### config.mk
export PLATFORM = sky130hd
export DESIGN_NAME = mem_port_arbiter
export DESIGN_NICKNAME = d
export VERILOG_FILES = /design/src/rtl/mem_port_arbiter_pkg.sv /design/src/rtl/mem_arb_pick.sv /design/src/rtl/mem_port_arbiter.sv
export SDC_FILE = /design/constraint.sdc
export NUM_CORES = 1
export LEC_CHECK = 0
export BUFFER_PORTS_ARGS = -buffer_cell sky130_fd_sc_hd__buf_2
export CORE_MARGIN = 2
export CORE_UTILIZATION = 49
export CTS_CLUSTER_SIZE = 8
export DETAILED_ROUTE_END_ITERATION = 8
export PLACE_DENSITY = 0.86
export SLEW_MARGIN = 20
export SYNTH_ARGS = -nofsm -noshare
export SYNTH_HDL_FRONTEND = slang
export SYNTH_SLANG_ARGS = --single-unit
### constraint.sdc
create_clock -name clk -period 2.7 [get_ports clk]
set_input_delay 0.135 -clock clk [delete_from_list [all_inputs] [get_ports clk]]
set_output_delay 0.135 -clock clk [all_outputs]
set_load 0.01 [all_outputs]
### src/rtl/mem_port_arbiter_pkg.sv
// mem_port_arbiter_pkg: shared word width, arbitration modes and controller states
package mem_port_arbiter_pkg;
  localparam int WORD_WIDTH = 32;
  localparam int RR_FIXED = 0;
  localparam int RR_ROUND = 1;
  typedef enum logic [1:0] {IDLE, ACCESS, WAIT, DONE} arb_state_e;
endpackage

### src/rtl/mem_arb_pick.sv
// mem_arb_pick: combinational winner selection, fixed priority or round-robin after last
module mem_arb_pick #(
  parameter int NCH = 2,
  parameter int IW = $clog2(NCH)
) (
  input  logic [NCH-1:0] req,
  input  logic [IW-1:0]  last,
  input  logic           rr,
  output logic [IW-1:0]  g,
  output logic           any
);
  logic [IW-1:0] idx;
  // Scan from the farthest candidate to the nearest so the nearest requester is the final winner
  always_comb begin
    g = '0;
    idx = '0;
    for (int i = NCH - 1; i >= 0; i--) begin
      idx = IW'(rr ? (int'(last) + 1 + i) % NCH : i);
      if (req[idx]) g = idx;
    end
  end
  assign any = |req;
endmodule

### src/rtl/mem_port_arbiter.sv
// mem_port_arbiter: shares one single-port synchronous memory between NCH requesters
module mem_port_arbiter
  import mem_port_arbiter_pkg::*;
#(
  parameter int W = WORD_WIDTH,
  parameter int NCH = 2,
  parameter int MEM_LAT = 1,
  parameter int RR = RR_FIXED,
  parameter int IW = $clog2(NCH)
) (
  input  logic           clk,
  input  logic           rst,
  input  logic [NCH-1:0] req,
  input  logic [NCH-1:0] we,
  input  logic [NCH*W-1:0] addr,
  input  logic [NCH*W-1:0] wdata,
  output logic [NCH-1:0] ack,
  output logic [W-1:0]   rdata,
  output logic [IW-1:0]  gnt_id,
  output logic           busy,
  output logic           mem_en,
  output logic           mem_we,
  output logic [W-1:0]   mem_addr,
  output logic [W-1:0]   mem_wdata,
  input  logic [W-1:0]   mem_rdata
);
  localparam int CW = MEM_LAT > 1 ? $clog2(MEM_LAT) : 1;
  arb_state_e state, state_d;
  logic [IW-1:0] last, g;
  logic any, we_q, sel_we;
  logic [W-1:0] addr_q, wdata_q, sel_addr, sel_wdata;
  logic [CW-1:0] cnt;
  mem_arb_pick #(.NCH(NCH), .IW(IW)) u_pick (
    .req (req),
    .last(last),
    .rr  (RR == RR_ROUND),
    .g   (g),
    .any (any)
  );
  // Route the winning channel's operands to the latch inputs
  always_comb begin
    sel_we = 1'b0;
    sel_addr = '0;
    sel_wdata = '0;
    for (int i = 0; i < NCH; i++) begin
      if (g == IW'(i)) begin
        sel_we = we[i];
        sel_addr = addr[i*W +: W];
        sel_wdata = wdata[i*W +: W];
      end
    end
  end
  // Controller state register
  always_ff @(posedge clk or negedge rst) begin
    if (!rst) state <= IDLE;
    else state <= state_d;
  end
  // Next state: grant from IDLE, writes skip WAIT, reads wait out the memory latency
  always_comb begin
    state_d = state == IDLE   ? (any ? ACCESS : IDLE)
            : state == ACCESS ? (we_q ? DONE : WAIT)
            : state == WAIT   ? (cnt == '0 ? DONE : WAIT)
            : IDLE;
  end
  // Latch the winner's operands on grant, count read latency, capture read data
  always_ff @(posedge clk or negedge rst) begin
    if (!rst) begin
      last <= IW'(NCH - 1);
      gnt_id <= '0;
      we_q <= 1'b0;
      addr_q <= '0;
      wdata_q <= '0;
      cnt <= '0;
      rdata <= '0;
    end else begin
      if (state == IDLE && any) begin
        last <= g;
        gnt_id <= g;
        we_q <= sel_we;
        addr_q <= sel_addr;
        wdata_q <= sel_wdata;
      end
      if (state == ACCESS) cnt <= CW'(MEM_LAT - 1);
      if (state == WAIT) begin
        cnt <= cnt - 1'b1;
        if (cnt == '0) rdata <= mem_rdata;
      end
    end
  end
  assign busy = state != IDLE;
  assign mem_en = state == ACCESS;
  assign mem_we = mem_en & we_q;
  assign mem_addr = addr_q;
  assign mem_wdata = wdata_q;
  assign ack = state == DONE ? NCH'(1) << gnt_id : '0;
endmodule

==> flow_summary.ini <==
[run_status]
status = completed

[timing]
fmax_mhz = 485
maxSlewHeadroom_pct = 52.0
fin_crit_ns = 2.06
hold_viol = 0
rsz0062_at_grt = no
finalSetupViolCount = 0
fin_skew_ns = 0.0126
worst_pin_slew_ns = 0.720
tns_ns = 0
slew_violations = 0
period_share_pct = 76.3

[global_route]
grt_pass1_vias = 4632
grt_max_degree = 83
use_met1_pct = 32.1
antenna_found_initial = 1
grt_busiest_layer = met2
grt_pass1_wl_mm = 23.7
track_usage_pct = 26.9
overflow = 0
grt_use_met3_pct = 7.36
grt_use_met2_pct = 46.3

[floorplan]
initial_core_util_pct = 50.2
placementRows = 37
die_w_um = 107
dieArea_um2 = 11400
die_h_um = 107
core_area_um2 = 10300
io_pins = 268

[synthesis]
synth_top_area_share_pct = 49.0
synth_cells = 389
yosysSeqAreaShare_pct = 49.0
synth-async-reset-ratio_pct = 100
synth_compound_area_share_pct = 13.3
synthTopCellsByArea = dfrtp_1 49%, o211a_1 12%, nand4bb_1 10%
synth_top_family_by_area = simple AND/OR/NAND/NOR gates
synth_top_cell_by_area = dfrtp_1
synthMuxAreaShare_pct = 7.21
synthFlopType = dfrtp_1
synthDistinctLibCells = 23
synth_edf_count = 0
postSynthAreaPerCell_um2 = 13.3
synth_nets = 559
yosys-top-cells-count = 101 x dfrtp_1, 60 x nand3b_1, 60 x o211a_1
synth-xor-area-share_pct = 0
synth_area_um2 = 5160
ys.warnings.count = 0
yosys.cell_count.top_type = dfrtp_1
ys_ff_latch = 101
synthSimpleGateAreaFrac_pct = 23.7
synth_fa_ha_area_share_pct = 0.971

[clock_network]
cts-htree-levels = 3
clock_latency_ns = 0.37
postCtsSetupBuffers = 0
cts_buffer_depth = 2
cts_tree = yes
cts_made_buffers = 9
clock-root-buffer = clkbuf_8
hold_buffers = 33
cts_resized = 0
cts_sinks = 101
path_clk_slew_ns = 0.10

[min_path]
hp-class = in2reg

[finish]
finalNetCount = 832
drive_gt1_share_pct = 44.2
num-fill-cells = 756
postLayoutCellArea_um2 = 7050
area_growth_pct = 36.8

[critical_path]
path_cells = inv_1, ha_4, buf_4, inv_2, buf_2
cpLargestDelayFamily = buffers and inverters
criticalPathCategory = reg2out
cp.arrival_ns = 1.93
endpoint_kind = primary output
reg2reg_setup_slack_ns = 0.78
crit_slowest_cell = buf_4
crit_required_ns = 2.57
cp_num_buf_inv = 4
cp_max_fo = 46
max_stage_delay_ns = 0.46
cp-start-kind = flop

[pwr]
power.density_nw_per_um2 = 1010
ir_worst_vdd_mv = 0.579
p_leak_nw = 3.29

[flow_run]
max_cap_viol_count = 0

[detailed_routing]
drtIter0Drc = 319
vias = 4568
drt-wirelength-per-cell_um = 19.5
wl_mm = 15.7
drt_first_pass_iters = 5
antenna_left = 0
vias_per_cell = 5.68
drcViolationCount = 0

[placement]
gp_congestion = 0.869
place_area_um2 = 6500
portBuffers = 267
place_hpwl_mm = 10.4
## metal layers
metal	vias to the layer above	wire (um)
met4	0	387
met5	-	0
li1	2051	-
met2	220	7860
met1	2265	6160
met3	32	1300
## placed cells by master, fill, tap and decap left out, types with 2 or more instances in the layout
cell type      netlist  routed
or4bb_1             17      17
nand3b_1            60      60
mux2_1              32      32
buf_4                4       7
nand4bb_1           48      48
buf_2               18     265
ha_1                 4       3
and2_1               2       2
dfrtp_1            101     101
o221a_1              5       5
a21oi_1              3       3
clkinvlp_4           0       2
dlygate4sd3_1        0      33
inv_1                2       2
buf_12               0       3
o211a_1             60      60
clkbuf_8             0      10
bufinv_16            0       2
## final timing paths
path                                       startpoint                   endpoint  cells past startpoint
worst max-delay path               state[1]$_DFF_PN0_                       busy                      5
worst min-delay path                        wdata[31]  mem_wdata[31]$_DFFE_PN0P_                      2
worst max register to register     state[1]$_DFF_PN0_   mem_addr[29]$_DFFE_PN0P_                      5
worst min register to register  rdata[19]$_DFFE_PN0P_      rdata[19]$_DFFE_PN0P_                      1
max in group asynchronous                         rst      rdata[25]$_DFFE_PN0P_                      3
min in group asynchronous                         rst  mem_wdata[26]$_DFFE_PN0P_                      2
## through the flow
step                hold WS, ns  std cells  utilization (%)  setup slack [ns]  power [W]
finish                   0.0398        804             68.6             0.640    0.00713
global route             0.0323        804             68.6             0.464    0.00754
CTS                      0.0210        803             68.6             0.626    0.00711
detailed placement        0.133        754             63.2             0.809    0.00599
global placement          0.127        754             63.2             0.894    0.00583
floorplan                -0.161        389                -              1.19    0.00471
## cells by family (layout without fill, tap and decap cells)
family                     Yosys count  after routing
muxes                               33             33
adders and majority gates            4              4
buffers and inverters               49            327
DFF                                101            101
and+or+nand+nor                    132            132
AOI/OAI and AO/OA                   70             70
other                                0              1
## state kept, by name (all words and copies together) (netlist names)
register   count
cnt            1
gnt_id         1
mem_addr      32
mem_wdata     32
rdata         32
state          2
we_q           1
## area by class of cell
type / instances / area, um2 / share of cell area (%)
repair buffers: 308 / 1770 / 25.1
diodes: 1 / 2.50 / 0.0355
inverters: 3 / 11.3 / 0.160
clock inverters: 5 / 83.8 / 1.19
flip-flops and latches: 101 / 2530 / 35.8
well taps: 136 / 170 / 2.41
clock buffers: 11 / 141 / 2.00
multi-input cells: 239 / 2350 / 33.3
## report_power, final
group	internal, W	leakage, nW	switching [W]
clock network	0.000550	0.106	0.000535
logic	0.00159	2.05	0.00173
registers	0.00228	1.13	0.000445
No activity file was read; power rests on OpenSTA's default activity.
